## src/rtl/fwd_hazard_sb.sv

```systemverilog
// Operand forwarding, hazard detection and mul/div scoreboard for the 5-stage pipeline.
// Latency: forward/stall are combinational; md counter, md_done and stall_cycles are registered (1 cycle).
// Backpressure: stall freezes PC/IF/ID and bubbles EX; a stalled mul/div start is not accepted until the stall clears.
//
// Ports:
//   clk, rst_n                    clock, asynchronous active-low reset
//   id_valid                      ID holds a real instruction
//   id_src_reg / id_src_early     ID source indices (N_SRC x REG_W) / per-source "consumed in ID" flag
//   ex_src_reg                    EX source indices (N_SRC x REG_W)
//   {ex,mm,wb}_wr_reg/_wr_data    destination index (0 = no write) and result per producer stage
//   ex_wr_ready, mm_wr_ready      the stage's result is final (WB is always final)
//   id_md_start, id_md_cycles     ID launches mul/div with the given latency
//   id_hilo_rd                    ID reads HI/LO
//   md_cancel                     exception flush, aborts the mul/div countdown
//   perf_clr                      synchronous clear of stall_cycles
//   stall                         pipeline freeze request
//   fwd_id_en/_data               forward select and value per ID source
//   fwd_ex_en/_data               forward select and value per EX source
//   md_busy, md_done              countdown non-zero / one-cycle pulse on natural expiry
//   stall_cycles                  saturating count of stalled cycles
module fwd_hazard_sb #(
    parameter int unsigned DATA_W = 32,
    parameter int unsigned REG_W  = 5,
    parameter int unsigned N_SRC  = 2,
    parameter int unsigned CNT_W  = 6
) (
    input  logic                      clk,
    input  logic                      rst_n,

    input  logic                      id_valid,
    input  logic [N_SRC*REG_W-1:0]    id_src_reg,
    input  logic [N_SRC-1:0]          id_src_early,
    input  logic [N_SRC*REG_W-1:0]    ex_src_reg,

    input  logic [REG_W-1:0]          ex_wr_reg,
    input  logic [REG_W-1:0]          mm_wr_reg,
    input  logic [REG_W-1:0]          wb_wr_reg,
    input  logic [DATA_W-1:0]         ex_wr_data,
    input  logic [DATA_W-1:0]         mm_wr_data,
    input  logic [DATA_W-1:0]         wb_wr_data,
    input  logic                      ex_wr_ready,
    input  logic                      mm_wr_ready,

    input  logic                      id_md_start,
    input  logic [CNT_W-1:0]          id_md_cycles,
    input  logic                      id_hilo_rd,
    input  logic                      md_cancel,
    input  logic                      perf_clr,

    output logic                      stall,
    output logic [N_SRC-1:0]          fwd_id_en,
    output logic [N_SRC*DATA_W-1:0]   fwd_id_data,
    output logic [N_SRC-1:0]          fwd_ex_en,
    output logic [N_SRC*DATA_W-1:0]   fwd_ex_data,
    output logic                      md_busy,
    output logic                      md_done,
    output logic [31:0]               stall_cycles
);

    // ------------------------------------------------------------------
    // Registered state
    // ------------------------------------------------------------------
    logic [CNT_W-1:0] md_cnt_q;
    logic [CNT_W-1:0] md_cnt_d;
    logic             md_done_q;
    logic             md_done_d;
    logic [31:0]      stall_cnt_q;
    logic [31:0]      stall_cnt_d;

    logic [N_SRC-1:0] src_haz;
    logic             md_haz;
    logic             md_load;
    logic [CNT_W-1:0] md_load_val;

    // ------------------------------------------------------------------
    // ID-stage forwarding and per-source hazard.
    // The youngest producer (EX) wins, so an older MM/WB copy of the same
    // register can never mask a value still in flight.
    // ------------------------------------------------------------------
    always_comb begin
        logic [REG_W-1:0] src;
        logic             hit_ex;
        logic             hit_mm;
        logic             hit_wb;

        fwd_id_en   = '0;
        fwd_id_data = '0;
        src_haz     = '0;
        src         = '0;
        hit_ex      = 1'b0;
        hit_mm      = 1'b0;
        hit_wb      = 1'b0;

        for (int i = 0; i < int'(N_SRC); i++) begin
            src = id_src_reg[i*REG_W +: REG_W];
            // r0 is hard-wired zero: never a dependency, regardless of wr_reg.
            hit_ex = (src != '0) && (src == ex_wr_reg);
            hit_mm = (src != '0) && (src == mm_wr_reg);
            hit_wb = (src != '0) && (src == wb_wr_reg);

            if (hit_ex) begin
                fwd_id_en[i]                    = 1'b1;
                fwd_id_data[i*DATA_W +: DATA_W] = ex_wr_data;
                // An early consumer needs the value this cycle, but EX results
                // only become available at the end of EX: always wait.
                src_haz[i] = id_src_early[i] | ~ex_wr_ready;
            end else if (hit_mm) begin
                fwd_id_en[i]                    = 1'b1;
                fwd_id_data[i*DATA_W +: DATA_W] = mm_wr_data;
                // A normal source reaches EX one cycle later, by which time
                // the MM result has moved to WB and is final; only an early
                // consumer can observe an unfinished MM value.
                src_haz[i] = id_src_early[i] & ~mm_wr_ready;
            end else if (hit_wb) begin
                fwd_id_en[i]                    = 1'b1;
                fwd_id_data[i*DATA_W +: DATA_W] = wb_wr_data;
            end
        end
    end

    // ------------------------------------------------------------------
    // EX-stage forwarding. MM data is taken unconditionally: an instruction
    // that reached EX has already been held in ID until its producer was
    // ready, so MM holds final data here.
    // ------------------------------------------------------------------
    always_comb begin
        logic [REG_W-1:0] src;

        fwd_ex_en   = '0;
        fwd_ex_data = '0;
        src         = '0;

        for (int i = 0; i < int'(N_SRC); i++) begin
            src = ex_src_reg[i*REG_W +: REG_W];
            if ((src != '0) && (src == mm_wr_reg)) begin
                fwd_ex_en[i]                    = 1'b1;
                fwd_ex_data[i*DATA_W +: DATA_W] = mm_wr_data;
            end else if ((src != '0) && (src == wb_wr_reg)) begin
                fwd_ex_en[i]                    = 1'b1;
                fwd_ex_data[i*DATA_W +: DATA_W] = wb_wr_data;
            end
        end
    end

    // ------------------------------------------------------------------
    // Stall. HI/LO readers and new mul/div launches wait while the unit is
    // busy; busy includes count==1, so a back-to-back start waits until the
    // counter has fully drained.
    // ------------------------------------------------------------------
    assign md_busy = (md_cnt_q != '0);
    assign md_haz  = (id_hilo_rd | id_md_start) & md_busy;
    assign stall   = id_valid & ((|src_haz) | md_haz);

    // ------------------------------------------------------------------
    // Mul/div countdown. A zero latency request is treated as one cycle so
    // every accepted launch produces a busy window and a done pulse.
    // ------------------------------------------------------------------
    assign md_load     = id_valid & id_md_start & ~stall;
    assign md_load_val = (id_md_cycles == '0) ? CNT_W'(1) : id_md_cycles;

    always_comb begin
        md_cnt_d  = md_cnt_q;
        md_done_d = 1'b0;
        if (md_cancel) begin
            // Flush wins over everything, including a launch in the same cycle.
            md_cnt_d  = '0;
            md_done_d = 1'b0;
        end else if (md_load) begin
            md_cnt_d = md_load_val;
        end else if (md_busy) begin
            md_cnt_d  = md_cnt_q - CNT_W'(1);
            md_done_d = (md_cnt_q == CNT_W'(1));
        end
    end

    // ------------------------------------------------------------------
    // Stall-cycle performance counter, saturating at all-ones.
    // ------------------------------------------------------------------
    always_comb begin
        stall_cnt_d = stall_cnt_q;
        if (perf_clr) begin
            stall_cnt_d = '0;
        end else if (stall && (stall_cnt_q != 32'hFFFF_FFFF)) begin
            stall_cnt_d = stall_cnt_q + 32'd1;
        end
    end

    always_ff @(posedge clk or negedge rst_n) begin
        if (!rst_n) begin
            md_cnt_q    <= '0;
            md_done_q   <= 1'b0;
            stall_cnt_q <= '0;
        end else begin
            md_cnt_q    <= md_cnt_d;
            md_done_q   <= md_done_d;
            stall_cnt_q <= stall_cnt_d;
        end
    end

    assign md_done      = md_done_q;
    assign stall_cycles = stall_cnt_q;

endmodule

```

## config.mk

```make
export PLATFORM = sky130hd
export DESIGN_NAME = fwd_hazard_sb
export DESIGN_NICKNAME = d
export VERILOG_FILES = /design/src/rtl/fwd_hazard_sb.sv
export SDC_FILE = /design/constraint.sdc
export NUM_CORES = 1
export LEC_CHECK = 0
export CAP_MARGIN = 20
export CORE_AREA = 4 4 119 121
export DETAILED_ROUTE_END_ITERATION = 10
export DIE_AREA = 0 0 123 125
export PLACE_DENSITY = 0.82
export SLEW_MARGIN = 30
export SYNTH_ARGS = -nofsm -noshare
export SYNTH_HDL_FRONTEND = slang
export SYNTH_SLANG_ARGS = --single-unit
export TNS_END_PERCENT = 1
```

## constraint.sdc

```tcl
create_clock -name clk -period 8.3 [get_ports clk]
set_input_delay 2.075 -clock clk [delete_from_list [all_inputs] [get_ports clk]]
set_output_delay 2.075 -clock clk [all_outputs]
set_load 0.1 [all_outputs]
```

==> results.cfg <==
[power]
share_seq_of_total_power_pct = 19.0
internal_power_w = 0.0005815
irDropWorstVdd_mv = 0.1869
switching_power_w = 0.0005676
comb_power_share_pct = 59.0
sw_frac_of_total_pct = 49.40
power_per_cell_area_nw_per_um2 = 141.6
clock_power_share_pct = 22.0
static-leakage-power_nw = 3.202

[floorplan]
horizontal_die_dimension_um = 123
io_pins = 315
die_area_um2 = 15380
core-area_um2 = 13090
floorplan.rows = 42
floorplan.die.height_um = 125
floorplan.initialDensity_pct = 37.88

[cts]
clk_transition_reported_paths_ps = 60
postCtsSetupRepairBufs = 0
cts_buffers = 5
ctsRootBufferMaster = sky130_fd_sc_hd__clkbuf_16
cts.sink_count = 39
cts_tree = yes
worstSkewPairLatency_ps = 290
htree_levels = 2
post_cts_resized = 0
cts_buffer_depth = 2
postCtsHoldBufs = 0

[placement]
placement.io_buffers = 314
gpl.final_weighted_congestion = 0.9441
place.detailed.instances = 1126
post-dp-hpwl_um = 18690
dpl-instance-area_um2 = 7919

[worst_setup_path]
worst_path_largest_cell_delay_ps = 1130
crit_path_cell_trace = clkdlybuf4s50_1 > nor3_1 > nand2_1 > nand4_1 > nor3_2 > buf_4 > nor2_2 > a22o_1 > clkdlybuf4s50_1
ff2ff_path_depth = 7
timing.critical_path.fanout_max = 34
timing_worst_setup_path_type = in2out
path_common_cell = sky130_fd_sc_hd__clkdlybuf4s50_1
worstPathRequired_ps = 6230
worstSetupEndpointType = primary output
worst_ep_arrival_time_ps = 5240
reg_to_reg_critical_path_startpoint = stall_cycles[0]
critPathLaunchType = input port
worst_r2r_endpoint = stall_cycles[4]
crit_path_top_delay_cell = sky130_fd_sc_hd__clkdlybuf4s50_1
ff2ff_setup_slack_ps = 5530

[finish]
areaGrowthSynthToFinish_pct = 63.72
fin_cells = 1135
area_of_all_placed_cells_without_fillers_um2 = 8114
most-common-layout-cells = sky130_fd_sc_hd__clkdlybuf4s50_1 (189), sky130_fd_sc_hd__buf_4 (136), sky130_fd_sc_hd__nand2_1 (82)
nNetsFinal = 1109
leading_cell_type_in_the_layout_fill_and_taps_excluded = sky130_fd_sc_hd__clkdlybuf4s50_1
post_route_cells_drive_above_1_share_pct = 16.81

[timing]
final-hold-violation-count = 0
clock_skew_ps = 7.709
final-setup-viol-count = 0
holdWs_ps = 588.1
timing.final.crit_share_pct = 88.17
fmax_ghz = 0.1366
tns_setup_ps = 0
maxSlewHeadroom_pct = 32.62
timing_worst_slew_pin_value_ps = 1008
grt_setup_unrepaired = no
finalCriticalPeriod_ps = 7318
maxSlewViolCount = 0

[drt]
drt_drc_violations_left = 0
route.vias.total = 6673
detailedRoute.firstIterationViolations = 563
postRouteWirelength_um = 23770
routed_wire_length_per_instance_um = 20.94
viasPerCell = 5.879
firstDrtPassIters = 6
route.antenna.remaining_nets = 0

[yosys]
mappedNetlistNets = 831
ys_seq_area_share_pct = 19.69
netlist-cell-type-count = 44
netlist_instances = 679
synth.ff_latch_count = 39
mappedNetlistArea_um2 = 4956
yosys_warnings = 0
synthesis.area_per_instance_um2 = 7.299

[global_route]
grt_pass1_vias = 6228
grt_antenna_before_repair = 10
wire_length_of_the_first_global_routing_pass_um = 35310
globalRouteTotalUtil_pct = 28.81
grt_max_degree = 66
grt_overflow_total = 0

[hold_path]
hold_path_startpoint = stall_cycles[16]
min_delay_path_depth = 2
min_path_type = reg2reg
timing.hold.worst_endpoint = stall_cycles[16]

[outcome]
status = complete, no violations

[flow_run]
timing.max_cap.violations = 0
## worst max path at each step
| stage | start | endpoint | cells past startpoint |
|---|---|---|---|
| finish | ex_src_reg[5] | fwd_ex_data[60] | 9 |
| global route | ex_src_reg[5] | fwd_ex_data[60] | 9 |
| CTS | ex_src_reg[5] | fwd_ex_data[60] | 9 |
| detailed placement | ex_src_reg[5] | fwd_ex_data[62] | 9 |
| global placement | ex_src_reg[5] | fwd_ex_data[60] | 9 |
| floorplan | id_src_reg[1] | fwd_id_data[10] | 8 |
## synth_stat cells (all sizes together)
cell	count	area share (%)
a21oi	17	1.7
o32ai	4	1.3
a22oi	64	9.7
nor2	39	3.0
nand3	30	3.3
or3	8	1.0
o31ai	9	1.4
nor4b	4	0.71
xnor2	36	6.4
and3	5	0.63
nand2	82	6.2
a311o	1	0.20
nor3b	2	0.30
and2	3	0.38
nor4	10	1.3
xor2	19	3.4
a311oi	1	0.30
nor2b	14	1.8
o21ai	76	7.7
and4	3	0.53
o22ai	1	0.13
o31a	2	0.35
clkbuf	49	3.7
nor3	18	1.8
o211a	1	0.20
or4	12	1.8
a41o	1	0.20
a211oi	1	0.15
nand2b	6	0.76
or2	3	0.38
ha	4	1.0
nand4	15	1.9
inv	13	0.98
buf	6	0.83
dfrtp	39	20
o21ba	2	0.40
a22o	64	11
mux2	14	3.2
nand3b	1	0.15
## metal layers
metal	vias to the layer above	wire, um	GRT usage [%]
met5	-	126	0
met1	3087	9199	35.98
met2	365	10730	45.29
met3	75	2788	10.52
met4	18	925	10.81
li1	3128	-	-
## critical path: cells and delay by family
| family | cells | cell delay [ps] |
|---|---|---|
| AO/OA/AOI/OAI | 1 | 230 |
| buffers and inverters | 3 | 1870 |
| AND/OR/NAND/NOR | 5 | 1050 |
## area by class of cell
class	instances	area (um^2)
tap	176	220.2
clock inverter	3	67.56
multi-input combinational	572	3756
sequential	39	975.9
timing repair buffer	326	2918
antenna	1	2.502
fill	1188	4971
clock buffer	5	125.1
inverter	13	48.80
## logic make-up after synthesis
kind of cell | Yosys count | synth area share [%]
simple gates | 255 | 25.85
mux | 14 | 3.181
xor+xnor | 55 | 9.720
flops | 39 | 19.69
compound gates | 244 | 35.02
fa+ha+maj | 4 | 1.010
buf+inv | 68 | 5.529
## power by group through the flow
stage          Combinational [W]  Sequential, W  Clock [W]
3_3_place_gp            0.000664       0.000221          0
5_1_grt                 0.000708       0.000221   0.000266
3_5_place_dp            0.000670       0.000221          0
6_report                0.000678       0.000219   0.000253
4_1_cts                 0.000674       0.000218   0.000257
2_1_floorplan           0.000450       0.000238          0
## flip-flops by register name (all words and copies together), names as in the netlist
name	flops
stall_cycles	32
md_cnt_q	6
md_done	1
## stage by stage
stage	utilization, %	power [W]	setup WS [ps]
5_1_grt	62.01	0.001196	866.2
2_1_floorplan	-	0.0006883	1146
6_report	62.01	0.001149	981.9
4_1_cts	61.99	0.001150	986.3
3_5_place_dp	60.52	0.0008909	978.9
3_3_place_gp	60.52	0.0008853	1032
No activity file was read; power rests on OpenSTA's default activity.
